$ cat config.mk
export PLATFORM = sky130hd
export DESIGN_NAME = fetch_controller
export DESIGN_NICKNAME = d
export VERILOG_FILES = /design/src/rtl/fetch_controller_pkg.sv /design/src/rtl/fetch_buffer.sv /design/src/rtl/fetch_controller.sv
export SDC_FILE = /design/constraint.sdc
export NUM_CORES = 1
export LEC_CHECK = 0
export ABC_AREA = 1
export BUFFER_PORTS_ARGS = -buffer_cell sky130_fd_sc_hd__buf_2
export CORE_MARGIN = 3
export CORE_UTILIZATION = 60
export CTS_BUF_LIST = sky130_fd_sc_hd__clkbuf_8
export DETAILED_ROUTE_END_ITERATION = 7
export PLACE_DENSITY = 0.93
export SETUP_SLACK_MARGIN = 0.5
export SYNTH_ARGS = -nofsm -noshare
export SYNTH_HDL_FRONTEND = slang
export SYNTH_HIERARCHICAL = 1
export SYNTH_SLANG_ARGS = --single-unit
$ cat constraint.sdc
create_clock -name clk -period 6.25 [get_ports clk]
set_clock_uncertainty 0.2 [all_clocks]
set_input_delay 1.25 -clock clk [delete_from_list [all_inputs] [get_ports clk]]
set_output_delay 1.25 -clock clk [all_outputs]
set_load 0.01 [all_outputs]
$ cat src/rtl/fetch_controller_pkg.sv
// Shared definitions for the instruction fetch controller: FSM state
// encoding, PC increment and the default reset PC.
package fetch_controller_pkg;

   typedef enum logic [1:0] {
      ST_IDLE  = 2'd0,
      ST_REQ   = 2'd1,
      ST_WAIT  = 2'd2,
      ST_FLUSH = 2'd3
   } fetch_state_e;

   localparam int unsigned PC_INC           = 4;
   localparam int unsigned DEFAULT_RESET_PC = 0;

endpackage

$ cat src/rtl/fetch_buffer.sv
// Small FIFO of {pc, instr} pairs between the fetch FSM and decode.
// Flush empties it in one cycle and overrides any push/pop in that cycle.
module fetch_buffer
   import fetch_controller_pkg::*;
#(
   parameter int unsigned PC_WIDTH    = 30,
   parameter int unsigned INSTR_WIDTH = 32,
   parameter int unsigned BUF_DEPTH   = 2,
   localparam int unsigned AW         = $clog2(BUF_DEPTH),
   localparam int unsigned CW         = AW + 1
) (
   input  logic                   clk,
   input  logic                   reset,
   input  logic                   push_i,
   input  logic [PC_WIDTH-1:0]    push_pc_i,
   input  logic [INSTR_WIDTH-1:0] push_data_i,
   input  logic                   pop_i,
   input  logic                   flush_i,
   output logic [CW-1:0]          count_o,
   output logic [PC_WIDTH-1:0]    head_pc_o,
   output logic [INSTR_WIDTH-1:0] head_data_o
);

   localparam logic [CW-1:0] DEPTH_V = CW'(BUF_DEPTH);

   logic [PC_WIDTH-1:0]    pc_mem_q   [BUF_DEPTH];
   logic [INSTR_WIDTH-1:0] data_mem_q [BUF_DEPTH];
   logic [AW-1:0]          wr_ptr_q, wr_ptr_d;
   logic [AW-1:0]          rd_ptr_q, rd_ptr_d;
   logic [CW-1:0]          count_q, count_d;
   logic                   do_push, do_pop;

   assign do_push = push_i & ~flush_i;
   assign do_pop  = pop_i & (count_q != '0) & ~flush_i;

   // Pointer and occupancy next-state; pointers wrap since depth is a power of 2
   always_comb begin
      wr_ptr_d = wr_ptr_q;
      rd_ptr_d = rd_ptr_q;
      count_d  = count_q;
      if (flush_i) begin
         wr_ptr_d = '0;
         rd_ptr_d = '0;
         count_d  = '0;
      end else begin
         if (do_push) wr_ptr_d = wr_ptr_q + AW'(1);
         if (do_pop)  rd_ptr_d = rd_ptr_q + AW'(1);
         count_d = count_q + CW'(do_push) - CW'(do_pop);
      end
   end

   // State registers and storage; storage is cleared so head reads 0 after reset
   always_ff @(posedge clk or negedge reset) begin
      if (!reset) begin
         wr_ptr_q <= '0;
         rd_ptr_q <= '0;
         count_q  <= '0;
         for (int i = 0; i < BUF_DEPTH; i++) begin
            pc_mem_q[i]   <= '0;
            data_mem_q[i] <= '0;
         end
      end else begin
         wr_ptr_q <= wr_ptr_d;
         rd_ptr_q <= rd_ptr_d;
         count_q  <= count_d;
         if (do_push) begin
            pc_mem_q[wr_ptr_q]   <= push_pc_i;
            data_mem_q[wr_ptr_q] <= push_data_i;
         end
      end
   end

   assign count_o     = count_q;
   assign head_pc_o   = pc_mem_q[rd_ptr_q];
   assign head_data_o = data_mem_q[rd_ptr_q];

   // The fetch FSM only requests when there is room, so a full push is a bug
   a_no_push_when_full: assert property (@(posedge clk) disable iff (!reset)
      !(push_i && !flush_i && count_q == DEPTH_V));

endmodule

$ cat src/rtl/fetch_controller.sv
// Instruction fetch sequencer: owns the fetch PC, issues one request at a
// time to instruction memory, applies redirects and buffers responses.
module fetch_controller
   import fetch_controller_pkg::*;
#(
   parameter int unsigned PC_WIDTH    = 30,
   parameter int unsigned INSTR_WIDTH = 32,
   parameter int unsigned RESET_PC    = DEFAULT_RESET_PC,
   parameter int unsigned BUF_DEPTH   = 2
) (
   input  logic                   clk,
   input  logic                   reset,
   input  logic                   redirect_en,
   input  logic [PC_WIDTH-1:0]    redirect_addr,
   output logic                   imem_req,
   output logic [PC_WIDTH-1:0]    imem_addr,
   input  logic                   imem_gnt,
   input  logic                   imem_rvalid,
   input  logic [INSTR_WIDTH-1:0] imem_rdata,
   output logic                   inst_valid,
   input  logic                   inst_ready,
   output logic [INSTR_WIDTH-1:0] inst_data,
   output logic [PC_WIDTH-1:0]    inst_pc,
   output logic                   fetch_busy
);

   localparam int unsigned CW         = $clog2(BUF_DEPTH) + 1;
   localparam logic [CW-1:0] DEPTH_V  = CW'(BUF_DEPTH);
   localparam logic [PC_WIDTH-1:0] RESET_PC_V = PC_WIDTH'(RESET_PC);

   fetch_state_e          state_q, state_d;
   logic [PC_WIDTH-1:0]   fetch_pc_q, fetch_pc_d;
   logic [PC_WIDTH-1:0]   pend_pc_q, pend_pc_d;
   logic [CW-1:0]         count;
   logic [CW-1:0]         count_after_push;
   logic                  push, pop;

   assign pop              = inst_valid & inst_ready;
   // Occupancy the buffer will have after this cycle's push and pop
   assign count_after_push = count + CW'(1) - CW'(pop);

   // Next-state, PC update and buffer push decisions
   always_comb begin
      state_d    = state_q;
      fetch_pc_d = fetch_pc_q;
      pend_pc_d  = pend_pc_q;
      push       = 1'b0;
      unique case (state_q)
         ST_IDLE: begin
            if (redirect_en)         fetch_pc_d = redirect_addr;
            else if (count < DEPTH_V) state_d   = ST_REQ;
         end
         ST_REQ: begin
            // A grant coincident with a redirect is abandoned
            if (redirect_en) begin
               fetch_pc_d = redirect_addr;
               state_d    = ST_IDLE;
            end else if (imem_gnt) begin
               pend_pc_d  = fetch_pc_q;
               fetch_pc_d = fetch_pc_q + PC_WIDTH'(PC_INC);
               state_d    = ST_WAIT;
            end
         end
         ST_WAIT: begin
            if (redirect_en) begin
               fetch_pc_d = redirect_addr;
               state_d    = imem_rvalid ? ST_IDLE : ST_FLUSH;
            end else if (imem_rvalid) begin
               push    = 1'b1;
               state_d = (count_after_push < DEPTH_V) ? ST_REQ : ST_IDLE;
            end
         end
         ST_FLUSH: begin
            // Still owed one response from a wrong-path request; drop it
            if (redirect_en) fetch_pc_d = redirect_addr;
            if (imem_rvalid) state_d    = ST_IDLE;
         end
         default: state_d = ST_IDLE;
      endcase
   end

   // FSM and PC registers
   always_ff @(posedge clk or negedge reset) begin
      if (!reset) begin
         state_q    <= ST_IDLE;
         fetch_pc_q <= RESET_PC_V;
         pend_pc_q  <= '0;
      end else begin
         state_q    <= state_d;
         fetch_pc_q <= fetch_pc_d;
         pend_pc_q  <= pend_pc_d;
      end
   end

   assign imem_req   = (state_q == ST_REQ);
   assign imem_addr  = fetch_pc_q;
   assign fetch_busy = (state_q == ST_WAIT) || (state_q == ST_FLUSH);
   assign inst_valid = (count != '0);

   fetch_buffer #(
      .PC_WIDTH    (PC_WIDTH),
      .INSTR_WIDTH (INSTR_WIDTH),
      .BUF_DEPTH   (BUF_DEPTH)
   ) u_buffer (
      .clk         (clk),
      .reset       (reset),
      .push_i      (push),
      .push_pc_i   (pend_pc_q),
      .push_data_i (imem_rdata),
      .pop_i       (pop),
      .flush_i     (redirect_en),
      .count_o     (count),
      .head_pc_o   (inst_pc),
      .head_data_o (inst_data)
   );

endmodule

After elaboration in Yosys (flattened, before gate mapping)
Index checks and enable logic that the tools add are counted.
- register bits after elaboration: 190
- input port bits: 68
- output and inout port bits: 95
- logic and storage cells: 82
- $add $sub $neg: 7
- $lt $le $gt $ge: 5
- equal/unequal tests: 9
- mux-type cells: 34
- bitwise operators: 7
- reductions and logical operators: 10
- operators by type and width (cell ; number):
    $mux W30 ; 7
    $mux W32 ; 4
    $bwmux W64 ; 1
    $bwmux W60 ; 1
    $pmux W30 S2 ; 1
    $demux W32 S1 ; 1
    $add A30 B3 Y30 const B ; 1
    $demux W30 S1 ; 1
    $mux W2 ; 9
    $mux W1 ; 8
    $pmux W2 S4 ; 1
    $ne A2 B2 Y1 const B ; 3
    $reduce_bool A2 Y1 ; 3
    $reduce_and A5 Y1 ; 1
    $and A1 B1 Y1 ; 4
    $eq A2 B2 Y1 const B ; 2
    $ge A2 B2 Y1 const B ; 2
    $lt A2 B2 Y1 const B ; 2
    $not A1 Y2 ; 2
    $sub A2 B1 Y2 ; 2
    $ne A3 B2 Y1 const B ; 1
    $ne A3 B3 Y1 const B ; 1
    $reduce_and A3 Y1 ; 1
    $reduce_or A3 Y1 ; 1
    other kinds (11) ; 12

Logic depth before layout (Yosys ltp)
- word-level depth: 8
- depth in mapped cells: 11
- depth with buffers taken out: 11

Hierarchy
Netlist, hierarchy kept.
- modules (own cells, without submodules) (module ; times used ; cells an instance ; area each (µm²) ; sequential area each (µm²)):
    fetch_buffer ; 1 ; 691 ; 5655.4 ; 3203.1
    fetch_controller ; 1 ; 486 ; 3490.8 ; 1551.5

Worst setup path before layout
OpenSTA, ideal clock, no wires.
- kind: input port to flip-flop
- start: input port redirect_en
- end: register u_buffer.count_q[1], in the netlist u_buffer/count_o[1]
- setup time: 0.119 ns
- arrival: 2.603 ns
- required time: 5.931 ns
- path slack: 3.328 ns
- cell stages on the path: 10
- path buffers: 1
- cells stage by stage: inv_2 -> buf_6 -> nand2_1 -> nor2_1 -> nand2_1 -> ha_1 -> inv_1 -> ha_1 -> a21oi_1 -> nor2_1
- longest elaborated chain between the ends: 6
- elaborated cells on any way between the ends: 8
- classes of those cells: add/sub: 2; mux: 3; bitwise: 3
- ends and longest elaborated chain (item ; RTL line ; source):
    from (decl) ; fetch_controller.sv:13 ; input logic redirect_en,
    $mux W1 ; fetch_controller.sv:65 ; if (redirect_en) begin
    $mux W1 ; fetch_controller.sv:48 ; unique case (state_q)
    via push ; fetch_controller.sv:36 ; logic push, pop;
    $and A1 B1 Y1 ; fetch_buffer.sv:33 ; assign do_push = push_i & ~flush_i;
    $add A2 B1 Y2 ; fetch_buffer.sv:48 ; count_d = count_q + CW'(do_push) - CW'(do_pop);
    $sub A2 B1 Y2 ; fetch_buffer.sv:48 ;
    $mux W2 ; fetch_buffer.sv:41 ; if (flush_i) begin
    via u_buffer.count_d[1] ; fetch_buffer.sv:30 ; logic [CW-1:0] count_q, count_d;
    to (signal assigned) ; fetch_buffer.sv:65 ; count_q <= count_d;
    to (decl) ; fetch_buffer.sv:30 ;
The timed path passes the listed nets, and every way through them passes these cells.
A chain may end at the register's enable or synchronous reset.

Final worst setup path
- start: input port redirect_en
- end: register u_buffer/data_mem_q[10] in the netlist's numbering
- longest elaborated chain between the ends: 3
- elaborated cells on any way between the ends: 4
- classes of those cells: mux: 2; bitwise: 2
- ends and longest elaborated chain (item ; RTL line ; source):
    $mux W1 ; fetch_controller.sv:65 ;
    $mux W1 ; fetch_controller.sv:48 ;
    via push ; fetch_controller.sv:36 ;
    $and A1 B1 Y1 ; fetch_buffer.sv:33 ;
    to (signal, indexed assignment) ; fetch_buffer.sv:68 ; data_mem_q[wr_ptr_q] <= push_data_i;
    to (decl) ; fetch_buffer.sv:27 ; logic [INSTR_WIDTH-1:0] data_mem_q [BUF_DEPTH];
The timed path passes the listed nets, and every way through them passes these cells.

==> key figures <==
Run status
  – Status: finished clean

Synthesis
  – Number of synthesized flops with an enable pin: 0
  – Post-synth top area cell: dfrtp_1
  – FFs w/ async S/R, synth: 1.000
  – Top-count cell post-synth: nand2_1
  – Mapped Cells: 1,177
  – FF+latch count, synth: 190
  – Area share of the leading cell type in the synthesized netlist: 0.5198
  – Syn_nets: 1,248
  – Top FF cell, synth: dfrtp_1
  – Average size of a mapped cell: 7.771 um^2
  – Netlist cell types: 37
  – Synth area leaders: dfrtp_1 (52%), nand2_1 (20%), o21ai_1 (6.8%), inv_1 (4.4%), nor2_1 (3.1%)
  – Synth top cells by count: nand2_1 (486), dfrtp_1 (190), o21ai_1 (124)
  – YS warnings: 6
  – Area of the mapped netlist: 9146 um^2
  – Register area share after synthesis: 0.5198

Timing
  – Tcrit/Tclk final: 0.6097
  – Max-slew headroom: 0.1594
  – Final Hold Vio Count: 0
  – Max-slew violations: 0
  – Setup tns final: 0 ns
  – Hold slack: 0.2904 ns
  – Fin crit period: 3.811 ns
  – Slew @ Worst Pin: 1.261 ns
  – Unrepaired setup endpoints after global routing: no
  – Max Fclk: 262.4 MHz
  – Final setup viols: 0

Power
  – PwrDens: 397.5 nW/um^2
  – Leak: 5.551 nW
  – Peak VDD IR: 210.6 uV
  – Final Power: 4.078 mW

Finish
  – Syn-to-layout area delta: 12.15%
  – Final Cell Area: 10,260 um^2
  – Non-Filler Instances: 1,504
  – N_diodes: 0
  – Final net count: 1,378
  – Ratio of cells with drive above 1 in the final layout: 0.1735

GRT
  – Vias in the first global route: 7,343
  – GR Util All Layers: 0.2672
  – Largest net degree at the start of global routing: 126
  – First-pass GRT wire length: 35.80 mm
  – Overflow after GRT: 0
  – Initial antenna violation count: 0

Worst setup path
  – Setup crit end kind: register
  – Crit path kind: input pin to register
  – Reg2reg setup slack: 3.13 ns
  – Crit path buf inv count: 3
  – Worst EP required: 6.41 ns
  – Worst EP arrival: 3.97 ns
  – Max incr delay on CP: 0.83 ns
  – Critical-path top delay cell: nand3_4
  – Critical path's top delay family: simple AND/OR/NAND/NOR gates
  – Critical Path Start Type: input pin
  – Crit-path max FO: 89
  – CP most frequent cell: nand2_1
  – Critical-path cell list: buf_2 -> inv_2 -> nand2_1 -> nor2_1 -> nand3_4 -> buf_4 -> nand2_1 -> o21ai_1

Clocking
  – CTS clock-pin slew for the worst setup and hold paths: 0.10 ns
  – CTS Hold Bufs: 0
  – CTS buffer count: 17
  – Post_cts resized: 0
  – CTS Buffer Depth: 2
  – CTS root buffer: clkbuf_8
  – Clock sink count: 190
  – Clk_lat worst skew: 0.48 ns
  – Post-CTS setup buffer count: 0
  – Max H-tree Level: 4
  – CTS tree: yes

Placed design
  – Placed cells: 1,472
  – Input/output buffers: 162
  – Placed cell area: 9819 um^2
  – Routability Congestion: 0.9965
  – Final HPWL DP: 14.93 mm

Route
  – DRT Wirelength: 22.38 mm
  – DR pass1 iterations: 5
  – Via/cell ratio: 5.464
  – Iteration-0 DRC Markers: 828
  – Via count: 8,218
  – DRC: 0
  – DR WL/cell: 14.88 um
  – ANT nets after route: 0

Die
  – Num rows: 44
  – DIE AREA: 16,760 um^2
  – DIE HEIGHT: 129.5 um
  – # IOs: 163
  – Initial Utilization: 0.6222
  – Core Area: 14,700 um^2
  – Die width: 129.5 um

Flow run
  – Max cap viols: 0

Min path
  – Min-delay worst type: register to register
## power by group
part / internal (mW) / switching [mW] / total (mW)
sequential: 1.58 / 0.272 / 1.85
clock: 0.425 / 0.456 / 0.881
combinational: 0.496 / 0.847 / 1.34
## cells in the final DEF, fill, tap and decap left out, types with 2 or more instances in the layout
cell / n
inv_6: 4
nand2_2: 2
nor2_1: 75
buf_4: 5
nand3_1: 32
o21ai_2: 8
o22ai_1: 9
nor2_2: 2
ha_1: 3
o21ai_0: 40
clkbuf_8: 19
dfrtp_1: 189
a31oi_1: 2
bufinv_16: 3
nand2_1: 486
inv_1: 107
buf_2: 161
a21oi_1: 14
xor2_1: 2
inv_2: 7
o211ai_2: 2
o21ai_1: 124
nor2_4: 2
nand4_1: 3
clkinv_4: 5
## final timing paths
path / start / end / depth (start not counted)
max: redirect_en / u_buffer/data_mem_q[10]$_DFFE_PN0P_ / 8
min: pend_pc_q[19]$_DFFE_PN0P_ / pend_pc_q[19]$_DFFE_PN0P_ / 2
max reg2reg: state_q[1]$_DFFE_PN0P_ / u_buffer/data_mem_q[10]$_DFFE_PN0P_ / 8
min reg2reg: pend_pc_q[19]$_DFFE_PN0P_ / pend_pc_q[19]$_DFFE_PN0P_ / 2
max in group asynchronous: reset / u_buffer/rd_ptr_q$_DFFE_PN0P_ / 2
min in group asynchronous: reset / u_buffer/data_mem_q[41]$_DFFE_PN0P_ / 1
## kinds of logic (layout without fill, tap and decap cells)
| logic type | count (synthesis) | in the layout | share of synthesized area |
|---|---|---|---|
| buffers and inverters | 171 | 314 | 0.09261 |
| adder cells (fa/ha/maj) | 3 | 3 | 0.004104 |
| AO/OA/AOI/OAI | 202 | 202 | 0.1179 |
| flip-flops | 190 | 190 | 0.5198 |
| XOR/XNOR | 2 | 2 | 0.001916 |
| AND/OR/NAND/NOR | 609 | 609 | 0.2636 |
## state kept, by name, summed over array words and instances, names as in the netlist
name,count
u_buffer/data_mem_q,64
u_buffer/pc_mem_q,60
imem_addr,30
pend_pc_q,30
state_q,2
u_buffer/count_o,2
u_buffer/rd_ptr_q,1
u_buffer/wr_ptr_q,1
## final cells by class
| class | count | area [um^2] |
|---|---|---|
| Timing Repair Buffer | 167 | 854.6 |
| Sequential cell | 190 | 4756 |
| Fill cell | 1148 | 4442 |
| Clock buffer | 19 | 261.5 |
| Multi-Input combinational cell | 816 | 3545 |
| Tap cell | 184 | 230.2 |
| Clock inverter | 13 | 176.4 |
| Inverter | 115 | 434.2 |
## stage by stage
stage,setup slack [ns],utilization
2_1_floorplan,3.328,-
3_3_place_gp,2.122,0.6680
3_5_place_dp,1.950,0.6680
4_1_cts,2.449,0.6978
5_1_grt,2.207,0.6978
6_report,2.439,0.6978
## worst min-delay path, cell delays in order, from the launching register on
cell and delay, ns:
dfrtp_1 0.36, nand2_1 0.06, nand2_1 0.05
## metal layers
metal | vias to the layer above | wire [um] | GRT usage
met4 | 0 | 395 | 0.08130
met1 | 3856 | 9795 | 0.3962
met3 | 39 | 1865 | 0.04782
met2 | 382 | 10320 | 0.4070
li1 | 3941 | - | -
met5 | - | 0 | 0
Power figures use the tool's default switching activity.
